File: src/rtl/conv_pkg.sv
// Shared constants and FSM encoding for the binary-convolution datapath.
// Imported by every stage that needs the row geometry or the controller states.
package conv_pkg;

    localparam int DATA_W = 16;
    localparam int ADDR_W = 12;
    localparam int COL_W  = 4;

    localparam logic [DATA_W-1:0] END_MARKER = 16'h00FF;

    typedef enum logic [1:0] {
        IDLE   = 2'b00,
        ACTIVE = 2'b01,
        DRAIN  = 2'b10,
        DONE   = 2'b11
    } state_t;

endpackage

File: src/rtl/output_row_packer.sv
// Packs one result pixel per cycle into a row word and issues one SRAM write per row,
// with end-of-image flush and busy/done handshaking toward the controller.
module output_row_packer
    import conv_pkg::*;
(
    input  logic              clk,
    input  logic              reset_b,
    input  logic              start,
    input  logic [COL_W-1:0]  last_col,
    input  logic              px_valid,
    input  logic              px_neg,
    input  logic [COL_W-1:0]  px_col,
    input  logic [ADDR_W-1:0] px_waddr,
    input  logic              flush,
    output logic [ADDR_W-1:0] wr_addr,
    output logic [DATA_W-1:0] wr_data,
    output logic              wr_en,
    output logic              busy,
    output logic              done,
    output logic [ADDR_W-1:0] rows_written,
    output logic              col_err
);

    state_t            state_q, state_d;
    logic [COL_W-1:0]  last_col_q;
    logic [DATA_W-1:0] accum_q;
    logic [DATA_W-1:0] accum_merged;
    logic [DATA_W-1:0] col_mask;
    logic              row_open_q;
    logic [ADDR_W-1:0] last_addr_q;

    logic              active;
    logic              px_accept;
    logic              px_bad;
    logic              row_done;
    logic              drain_write;
    logic              issue_write;
    logic [ADDR_W-1:0] write_addr;

    // ---------------- FSM ----------------
    always_ff @(posedge clk or negedge reset_b) begin
        if (!reset_b) begin
            state_q <= IDLE;
        end else begin
            // NOTE: every clocked assignment is non-blocking so all registers see pre-edge values.
            state_q <= state_d;
        end
    end

    always_comb begin
        // NOTE: defaults first so no path leaves a combinational output unassigned (no latch).
        state_d = state_q;
        if (start) begin
            state_d = ACTIVE;
        end else begin
            case (state_q)
                IDLE:    state_d = IDLE;
                ACTIVE:  if (flush) state_d = DRAIN;
                DRAIN:   state_d = DONE;
                DONE:    state_d = IDLE;
                default: state_d = IDLE;
            endcase
        end
    end

    assign busy = (state_q != IDLE);
    assign done = (state_q == DONE);

    // ---------------- pixel decode ----------------
    always_comb begin
        active       = (state_q == ACTIVE) && !start;
        px_accept    = active && px_valid && (px_col <= last_col_q);
        px_bad       = active && px_valid && (px_col > last_col_q);

        accum_merged = accum_q;
        if (px_accept) accum_merged[px_col] = ~px_neg;

        // A flush that coincides with the row-completing pixel needs no extra drain write.
        row_done     = px_accept && (px_col == last_col_q);
        drain_write  = active && flush && !row_done && (row_open_q || px_accept);
        issue_write  = row_done || drain_write;
        write_addr   = px_accept ? px_waddr : last_addr_q;

        for (int i = 0; i < DATA_W; i++) begin
            col_mask[i] = (COL_W'(i) <= last_col_q);
        end
    end

    // ---------------- accumulator, write register, counter ----------------
    always_ff @(posedge clk or negedge reset_b) begin
        if (!reset_b) begin
            // NOTE: the row accumulator is a plain register, so it is reset with everything else.
            last_col_q   <= '0;
            accum_q      <= '0;
            row_open_q   <= 1'b0;
            last_addr_q  <= '0;
            wr_en        <= 1'b0;
            wr_addr      <= '0;
            wr_data      <= '0;
            rows_written <= '0;
            col_err      <= 1'b0;
        end else begin
            wr_en <= 1'b0;
            if (start) begin
                last_col_q   <= last_col;
                accum_q      <= '0;
                row_open_q   <= 1'b0;
                rows_written <= '0;
                col_err      <= 1'b0;
            end else begin
                if (px_bad)    col_err     <= 1'b1;
                if (px_accept) last_addr_q <= px_waddr;
                if (issue_write) begin
                    wr_en        <= 1'b1;
                    wr_addr      <= write_addr;
                    wr_data      <= accum_merged & col_mask;
                    rows_written <= rows_written + ADDR_W'(1);
                    accum_q      <= '0;
                    row_open_q   <= 1'b0;
                end else begin
                    accum_q      <= accum_merged;
                    row_open_q   <= row_open_q | px_accept;
                end
            end
        end
    end

endmodule

File: config.mk
export PLATFORM = sky130hd
export DESIGN_NAME = output_row_packer
export DESIGN_NICKNAME = d
export VERILOG_FILES = /design/src/rtl/conv_pkg.sv /design/src/rtl/output_row_packer.sv
export SDC_FILE = /design/constraint.sdc
export NUM_CORES = 1
export LEC_CHECK = 0
export CAP_MARGIN = 10
export CORE_UTILIZATION = 26
export DETAILED_ROUTE_END_ITERATION = 16
export DONT_BUFFER_PORTS = 1
export GPL_TIMING_DRIVEN = 0
export PLACE_DENSITY_LB_ADDON = 0.12
export SLEW_MARGIN = 10
export SYNTH_ARGS = -nofsm -noshare
export SYNTH_HDL_FRONTEND = slang
export SYNTH_SLANG_ARGS = --single-unit
File: constraint.sdc
create_clock -name clk -period 3.9 [get_ports clk]
set_input_delay 0.195 -clock clk [delete_from_list [all_inputs] [get_ports clk]]
set_output_delay 0.195 -clock clk [all_outputs]
set_load 0.05 [all_outputs]
# After elaboration in Yosys (flattened, before gate mapping)

Index checks and enable logic that the tools add are counted.

Mux-type cells: 18
Add/subtract/negate cells: 1
Bitwise logic cells: 4
Order comparisons: 20
Reductions and logical operators: 19
Equality and inequality tests: 5

Operators with widths:

| kind                                                               | count |
|---|---|
| two-way mux 16 bit                                                 | 3 |
| two-way mux 12 bit                                                 | 3 |
| <= comparator 4 bit (first input constant)                         | 8 |
| bitwise AND 16 bit                                                 | 1 |
| bitwise mux 16 bit                                                 | 1 |
| <= comparator 3 x 4 -> 1 bit (first input constant)                | 4 |
| adder 12 x 1 -> 12 bit (second input constant)                     | 1 |
| logical AND 1 bit                                                  | 9 |
| <= comparator 1 x 4 -> 1 bit (first input constant)                | 2 |
| <= comparator 2 x 4 -> 1 bit (first input constant)                | 2 |
| two-way mux 1 bit                                                  | 7 |
| one-hot mux 2 bit (3 select lines)                                 | 1 |
| nonzero test 2 bit                                                 | 3 |
| < comparator 4 x 5 -> 1 bit (second input constant)                | 1 |
| demux 1 bit (select 4 bit)                                         | 1 |
| == test 2 bit (second input constant)                              | 2 |
| == test 4 bit                                                      | 1 |
| greater-or-equal comparator 4 x 1 -> 1 bit (second input constant) | 1 |
| greater-than comparator 4 bit                                      | 1 |
| <= comparator 4 bit                                                | 1 |
| two-way mux 2 bit                                                  | 2 |
| != test 3 bit (second input constant)                              | 1 |
| == test 2 x 1 -> 1 bit (second input constant)                     | 1 |
| zero test 1 bit                                                    | 2 |
| other kinds (6)                                                    | 8 |

Output and inout port bits: 44
Word-level logic and storage cells: 77
Register bits after elaboration: 77
Input bits: 26

# Depth between registers and ports, before layout

Gate-level depths: netlist (run 1).

Depth after elaboration: 11
Gate-level depth with buffers: 10
Mapped depth without buffers: 8

# Least setup slack after synthesis (run 1)

OpenSTA, ideal clock, no wires.

Path kind: reg-to-reg
From: register last_col_q[3]
To: register wr_addr[2]
Library setup time: 125 ps
Path buffers: 1
Required time: 3775 ps
Data arrival time: 2165 ps
Clock period less this slack: 2290 ps
Setup slack: 1610 ps
Cell stages (with the launch flop): 9
Cells stage by stage: dfrtp_1 > clkinv_1 > ha_1 > a21oi_1 > nor2b_1 > a21oi_1 > buf_2 > mux2_2 > mux2_2

Cells in the longest elaborated chain, start to end: 8
Elaborated cells on any way between the ends: 11
Those cells by class: order compare (1); eq/ne (1); mux (1); reduce/logical (8)

Ends and longest elaborated chain:

| what                                 | line                     | text |
|---|---|---|
| start: declaration                   | output_row_packer.sv:25  | `logic [COL_W-1:0] last_col_q;` |
| start signal: assignment             | output_row_packer.sv:105 | `last_col_q <= last_col;` |
| <= comparator 4 bit                  | output_row_packer.sv:72  | `px_accept = active && px_valid && (px_col <= last_col_q);` |
| logical AND 1 bit                    | output_row_packer.sv:72  |  |
| logical AND 1 bit                    | output_row_packer.sv:79  | `row_done = px_accept && (px_col == last_col_q);` |
| zero test 1 bit                      | output_row_packer.sv:80  | `drain_write = active && flush && !row_done && (row_open_q \|\| px_accept);` |
| logical AND 1 bit (2 in a row)       | output_row_packer.sv:80  |  |
| logical OR 1 bit                     | output_row_packer.sv:81  | `issue_write = row_done \|\| drain_write;` |
| AND reduction 2 bit (no source line) | -                        |  |
| end signal: assignment               | output_row_packer.sv:115 | `wr_addr <= write_addr;` |
| end: declaration                     | output_row_packer.sv:15  | `output logic [ADDR_W-1:0] wr_addr,` |

Parallel ways exist; a longest one is shown, timed or not.
A chain may end at the register's enable or synchronous reset.

# Worst setup path in the final report (run 1)

From: register last_col_q[3]
To: register accum_q[2]

Cells in the longest elaborated chain, start to end: 9
Elaborated cells on any way between the ends: 12
Those cells by class: order compare (1); eq/ne (1); mux (3); reduce/logical (7)

Ends and longest elaborated chain:

| what                           | line                     | text |
|---|---|---|
| <= comparator 4 bit            | output_row_packer.sv:72  |  |
| logical AND 1 bit              | output_row_packer.sv:72  |  |
| logical AND 1 bit              | output_row_packer.sv:79  |  |
| zero test 1 bit                | output_row_packer.sv:80  |  |
| logical AND 1 bit (2 in a row) | output_row_packer.sv:80  |  |
| logical OR 1 bit               | output_row_packer.sv:81  |  |
| two-way mux 16 bit (*)         | output_row_packer.sv:113 | `if (issue_write) begin` |
| two-way mux 16 bit (*)         | output_row_packer.sv:104 | `if (start) begin` |
| end signal: assignment         | output_row_packer.sv:121 | `accum_q <= accum_merged;` |
| end: declaration               | output_row_packer.sv:26  | `logic [DATA_W-1:0] accum_q;` |

Every way passes the cells marked *; elsewhere a longest branch is shown, timed or not.

==> qor.txt, run 1 <==
================================================================================
Result of the run ................................................. finished, final reports clean
Fraction of layout cells with a size suffix above 1 ...............        0.145
Routed vias/inst ..................................................         5.18
Clock H-tree levels ...............................................            3
Worst hold path type .............................................. input pin to flop
Clock share of power ..............................................        0.350
CTS Buf Count .....................................................            9
Final Hold Viols ..................................................            0
Buffer depth of the longest clock path ............................            2
Number of inserted diodes .........................................            0
Final hold slack ..................................................      12.7 ps
Rows ..............................................................           44
Largest net degree at the start of global routing .................           78
Final critical-path share of the clock period .....................        0.744
Share of total power in sequential cells ..........................        0.509
Static Leak .......................................................      1.89 nW
Synth Net Count ...................................................          425
Vias in the first global route ....................................         3204
Pwr dens ..........................................................  552 nW/um^2
Slew at the pin with the worst max-slew slack .....................       627 ps
Dpl cell area .....................................................    4120 um^2
DRC viols .........................................................            0
Post-route antenna net violation count ............................            0
Via Count .........................................................         3103
Synth Flop Type ...................................................      dfrtp_1
CTS tree ..........................................................          yes
Highest achievable clock rate .....................................      345 MHz
Path depth of the worst reg2reg path ..............................            9
Ports placed on the boundary ......................................           70
Summed negative setup slack over all endpoints ....................         0 ps
Overall track demand over capacity in global routing ..............        0.155
Worst EP required .................................................      4160 ps
Cell area after synthesis .........................................    3890 um^2
Effective utilization at floorplan ................................        0.267
Number of antenna violations at the first check in global routing .            0
Library cell with the largest summed area after synthesis .........      dfrtp_1
Power Total .......................................................      2.51 mW
Die height ........................................................       124 um
Top post-synthesis cells by area .................................. dfrtp_1 (50%), mux2_2 (7.5%), nand2_1 (4.2%)
Area inside the core boundary .....................................   14600 um^2
Count of flip-flops with a built-in enable after synthesis ........            0
Routed WL .........................................................      11.5 mm
Clock Sinks .......................................................           77
Wire length of the first global-routing pass ......................      18.4 mm
Number of library cell types mapped by synthesis ..................           42
Average wire per standard cell ....................................      19.2 um
Post-synthesis sequential area ratio ..............................        0.495
Max FO, Critical Path .............................................           10
Switching power ...................................................     0.892 mW
Switching Fraction ................................................        0.356
Number of nets in the layout ......................................          445
Total count of max-transition violations in the final report ......            0
Peak supply drop ..................................................   0.000337 V
Detailed router's first-iteration violation count .................          146
Post-DP HPWL ......................................................      7.92 mm
Pint ..............................................................      1.61 mW
Mean instance size in the synthesized netlist .....................    9.98 um^2
RSZ-0062 raised after global routing ..............................           no
Endpoint type of the worst setup path .............................         flop
Final setup violating endpoints ...................................            0
Die outline area ..................................................   15500 um^2
Clock Pin Slew Worst Setup and Hold Paths .........................        60 ps
Area growth from synthesis to layout ..............................        16.7%
Number of fill cells in the layout ................................         1528
Clk Latency, worst-skew pair ......................................       350 ps
Startpoint Class ..................................................         flop
Layout Cell Area excl Fill ........................................    4540 um^2
Hold Path Cell Cnt ................................................            1
Post-route clock skew .............................................      7.52 ps
Post-CTS repair timing setup buffer count .........................            0
Pre-antenna DRT Iters .............................................            4
Clk Tree Root Cell ................................................    clkbuf_16
Highest-count cells in the layout ignoring fill and taps .......... dfrtp_1 (77), nand2_1 (44), a21oi_1 (31)
Count of yosys warnings during synthesis ..........................            0
Synthesized netlist cell count ....................................          390
Sum of overflow across all layers after global routing ............            0
Count of state elements after synthesis ...........................           77
Start-to-end type of the worst setup path ......................... flop to flop
Share of async-settable or async-resettable flops after synthesis .         1.00
Worst Path Arrival ................................................      3160 ps
Area share of the leading cell type in the synthesized netlist ....        0.495
Portion of total power attributed to combinational logic ..........        0.142
Relative slew slack ...............................................        0.582
Final cell utilization of the core ................................        0.311
Most common cell after layout, fill and taps aside ................      dfrtp_1
Time the final worst path needs with I/O delays and setup .........      2900 ps
Horizontal die dimension ..........................................       124 um
Max cap viols .....................................................            0
Final weighted congestion of routability-driven global placement ..        0.823
Count of buffers inserted at the top-level ports ..................            0
================================================================================
==> area by class of cell <==
class | count | area (um^2) | area share
multi-input combinational | 273 | 1770 | 0.390
inverter | 16 | 60.1 | 0.0132
tap | 184 | 230 | 0.0507
clock buffer | 10 | 239 | 0.0526
timing repair buffer | 9 | 108 | 0.0237
sequential | 77 | 1930 | 0.424
clock inverter | 6 | 71.3 | 0.0157
buffer | 24 | 133 | 0.0292
==> worst paths after layout <==
check	start	end	slack (ps)
setup / recovery	last_col_q[3]$_DFFE_PN0P_	accum_q[2]$_DFF_PN0_	1000
hold reg to reg	last_addr_q[11]$_DFFE_PN0N_	last_addr_q[11]$_DFFE_PN0N_	490
max in group asynchronous	reset_b	last_addr_q[5]$_DFFE_PN0N_	3150
hold / removal	px_waddr[11]	last_addr_q[11]$_DFFE_PN0N_	10
setup reg to reg	last_col_q[3]$_DFFE_PN0P_	accum_q[2]$_DFF_PN0_	1000
min in group asynchronous	reset_b	rows_written[2]$_DFFE_PN0P_	420
==> synth_stat cells, types with 4 or more instances <==
cell	n
nand2_1	44
o21ai_0	21
or4_1	16
inv_1	14
or3_1	18
or4b_1	5
ha_1	9
o31ai_1	6
o2111ai_1	12
nand3_1	28
a21oi_1	31
nor2_1	15
nor2b_1	9
mux2_2	26
buf_6	4
buf_2	9
clkbuf_1	9
dfrtp_1	77
==> logic make-up (layout without fill, tap and decap cells) <==
logic type,count (synthesis),after routing,share of synthesized area
flip-flops,77,77,0.495
buffers and inverters,40,65,0.0495
adder cells (fa/ha/maj),9,9,0.0289
AO/OA/AOI/OAI,82,82,0.128
AND/OR/NAND/NOR,153,153,0.215
multiplexers,29,29,0.0830
==> routing by layer <==
| metal | vias to the layer above | GRT usage | wire (um) |
|---|---|---|---|
| li1 | 1466 | - | - |
| met4 | 0 | 0.0588 | 214 |
| met3 | 18 | 0.0417 | 695 |
| met5 | - | 0 | 0 |
| met1 | 1524 | 0.204 | 5300 |
| met2 | 95 | 0.242 | 5300 |
==> flip-flops by register name (all words and copies together), names as in the netlist <==
register / count
state_q: 2
last_addr_q: 12
wr_en: 1
accum_q: 16
row_open_q: 1
wr_addr: 12
last_col_q: 4
rows_written: 12
wr_data: 16
col_err: 1
==> stage by stage <==
step	setup slack, ps	instances
floorplan	1610	390
global placement	1030	574
detailed placement	1030	574
CTS	1010	599
global route	705	599
finish	999	599
==> worst max-delay path, stage by stage (launching register included) <==
cell and delay [ps]:
dfrtp_1 450, clkinv_1 320, ha_1 440, a21oi_1 110, nor2b_1 140, a21oi_1 250, buf_2 350, clkbuf_1 420
o21ai_0 170, a21oi_1 170
==> power by group through the flow <==
stage / Combinational, mW / Clock (mW) / Sequential (mW)
final: 0.355 / 0.876 / 1.27
after global routing: 0.401 / 0.938 / 1.29
after CTS: 0.361 / 0.906 / 1.28
after detailed placement: 0.333 / 0 / 1.29
after global placement: 0.323 / 0 / 1.29
after floorplan: 0.264 / 0 / 1.26
==> timing repair <==
item                                    in CTS  in global routing
endpoints found under the setup margin       0                  0
endpoints found under the hold margin       84                  0
resized for setup                            0                  0
hold buffers                                 9                  0
Note: power is estimated with default switching activity, not from simulation.
==> run 2, diff against run 1 <==
- clock period: 3.9 -> 2.4 ns (I/O delays scaled with it)
==> run 2 against run 1 <==
Effect of this change: cell area rose by 5.4%; first-iteration DRC count rose by 39%; via count rose by 2.4%; maximum frequency rose by 26%; die area did not move; hold slack improved by 41 ps; count of clock-buffer cells in the layout did not move; non-clock buffer count rose by 15; combinational power rose by 78%.
==> qor.txt, run 2 (synthesis results as in run 1) <==
================================================================================
Final setup violating endpoints ...................................            0   unchanged
Pre-antenna DRT Iters .............................................            4   unchanged
Rows ..............................................................           44   unchanged
Routed vias/inst ..................................................         5.18   about the same
Start-to-end type of the worst setup path ......................... flop to flop
Routed WL .........................................................      11.7 mm   +1.5%
Detailed router's first-iteration violation count .................          203   +39%
Overall track demand over capacity in global routing ..............        0.155   +0.000464
Die outline area ..................................................   15500 um^2   unchanged
Endpoint type of the worst setup path .............................         flop
Dpl cell area .....................................................    4120 um^2   unchanged
Final Hold Viols ..................................................            0   unchanged
Clock Pin Slew Worst Setup and Hold Paths .........................        60 ps   about the same
Summed negative setup slack over all endpoints ....................         0 ps   unchanged
Clock share of power ..............................................        0.345   -0.005
Post-route clock skew .............................................      6.78 ps   -0.734 ps
Busiest layer in global routing ...................................         met2
Max cap viols .....................................................            0   unchanged
Count of buffers inserted at the top-level ports ..................            0   unchanged
RSZ-0062 raised after global routing ..............................           no
Clk Latency, worst-skew pair ......................................       340 ps   about the same
Result of the run ................................................. finished, final reports clean
Relative slew slack ...............................................        0.590   +0.00784
Worst hold path type .............................................. input pin to flop
Highest-count cells in the layout ignoring fill and taps .......... dfrtp_1 (74), nand2_1 (44), a21oi_1 (29)
Effective utilization at floorplan ................................        0.267   unchanged
Portion of total power attributed to combinational logic ..........        0.153   +0.011
Number of fill cells in the layout ................................         1506   -1.4%
Sum of overflow across all layers after global routing ............            0   unchanged
Number of inserted diodes .........................................            0   unchanged
Fraction of layout cells with a size suffix above 1 ...............        0.195   +0.0508
Post-DP HPWL ......................................................      7.92 mm   unchanged
Vias in the first global route ....................................         3227   +0.72%
Area inside the core boundary .....................................   14600 um^2   unchanged
Pwr dens ..........................................................  863 nW/um^2   +56%
Clock H-tree levels ...............................................            3   unchanged
Peak supply drop ..................................................   0.000550 V   +63%
Static Leak .......................................................      1.99 nW   +5.1%
Switching Fraction ................................................        0.356   -0.000400
Multi-input gate area .............................................    1830 um^2   +3.0%
Clk Tree Root Cell ................................................    clkbuf_16
Average wire per standard cell ....................................      19.0 um   -0.98%
Wire length of the first global-routing pass ......................      18.5 mm   +0.37%
Worst EP required .................................................      2610 ps   -1550 ps
Global Route met2 Usage ...........................................        0.245   +0.00292
R2R Setup Slk .....................................................        90 ps   -910 ps
Die height ........................................................       124 um   unchanged
Startpoint Class ..................................................         flop
Final cell utilization of the core ................................        0.328   +0.0168
Total count of max-transition violations in the final report ......            0   unchanged
Number of nets in the layout ......................................          460   +3.4%
Highest achievable clock rate .....................................      433 MHz   +26%
Met3 track utilization from global routing ........................       0.0404   -0.00129
Hold Path Cell Cnt ................................................            3   +2
Area growth from synthesis to layout ..............................        23.0%
Storage element area ..............................................    1930 um^2   +0.19%
Worst Path Arrival ................................................      2520 ps   -640 ps
Most common cell after layout, fill and taps aside ................      dfrtp_1
Clock Sinks .......................................................           77   unchanged
Via Count .........................................................         3179   +2.4%
Slew at the pin with the worst max-slew slack .....................       615 ps   -11.8 ps
Pint ..............................................................      2.66 mW   +65%
Final hold slack ..................................................      53.6 ps   +40.8 ps
CTS Buf Count .....................................................            9   unchanged
Final weighted congestion of routability-driven global placement ..        0.823   unchanged
Path depth of the worst reg2reg path ..............................           10   +1
Ports placed on the boundary ......................................           70   unchanged
CTS tree ..........................................................          yes
Met1 routing resource usage after global routing ..................        0.203   -0.000273
DRC viols .........................................................            0   unchanged
Number of antenna violations at the first check in global routing .            0   unchanged
Biggest registers after layout .................................... accum_q x16, wr_data x16
Post-route antenna net violation count ............................            0   unchanged
Buffer depth of the longest clock path ............................            2   unchanged
Max FO, Critical Path .............................................           10   unchanged
Horizontal die dimension ..........................................       124 um   unchanged
Final critical-path share of the clock period .....................        0.963   +0.219
Layout Cell Area excl Fill ........................................    4780 um^2   +5.4%
Time the final worst path needs with I/O delays and setup .........      2310 ps   -590 ps
Largest net degree at the start of global routing .................           78   unchanged
Share of total power in sequential cells ..........................        0.502   -0.007
Switching power ...................................................      1.47 mW   +65%
================================================================================
run 2: cell types whose count changed in the layout (fill, tap and decap cells not counted), moves of 5 or more:
| cell | before | now |
|---|---|---|
| dlygate4sd3_1 | 8 | 18 |
| buf_2 | 9 | 3 |
| buf_4 | 0 | 8 |
| clkbuf_1 | 9 | 4 |
run 2: final timing paths:
check                                           start                          end
max reg2reg                 last_col_q[3]$_DFFE_PN0P_  rows_written[3]$_DFFE_PN0P_
min in group asynchronous                     reset_b  rows_written[2]$_DFFE_PN0P_
min reg2reg                last_addr_q[5]$_DFFE_PN0N_   last_addr_q[5]$_DFFE_PN0N_
max                         last_col_q[3]$_DFFE_PN0P_  rows_written[3]$_DFFE_PN0P_
max in group asynchronous                     reset_b   last_addr_q[5]$_DFFE_PN0N_
min                                             flush       state_q[1]$_DFFE_PN0P_
run 2: metal layers:
layer,vias up,share of wire
met3,15,0.063
met5,-,0
met4,0,0.016
li1,1506,-
met2,92,0.46
met1,1566,0.46
run 2: stage by stage:
step	total power [mW]	instances	setup WS, ps
2_1_floorplan	2.48	390	110
4_1_cts	4.16	608	2.21
3_3_place_gp	2.62	574	-469
5_1_grt	4.33	614	4.58
6_report	4.13	614	89.1
3_5_place_dp	2.64	574	-466
run 2: repair_timing:
action	4_1_cts	5_1_grt
setup endpoints to repair	62	56
hold buffers	19	0
pin swaps	0	6
cloned	0	1
buffers inserted	0	5
resized for setup	20	15
hold endpoints to repair	94	0
run 2: critical path: stages, from the launching register on:
cell,delay (ps)
dfrtp_2,420
clkinv_4,120
ha_4,300
nand4_1,160
o21ai_2,230
a31oi_4,70
buf_6,170
buf_6,140
clkbuf_4,200
o31ai_1,260
a21oi_1,100
run 2: final cells by class:
| type | instances | share of cell area |
|---|---|---|
| Buffer | 23 | 0.0350 |
| Tap cell | 184 | 0.0481 |
| Clock inverter | 6 | 0.0149 |
| Inverter | 16 | 0.0146 |
| Timing Repair Buffer | 25 | 0.0523 |
| Clock buffer | 10 | 0.0499 |
| Multi-Input combinational cell | 273 | 0.382 |
| Sequential cell | 77 | 0.404 |
run 2: power by group through the flow:
stage / Clock [mW] / Sequential, mW / Combinational [mW]
floorplan: 0 / 2.05 / 0.429
CTS: 1.47 / 2.08 / 0.610
finish: 1.42 / 2.07 / 0.633
global route: 1.52 / 2.10 / 0.710
detailed placement: 0 / 2.10 / 0.541
global placement: 0 / 2.10 / 0.525
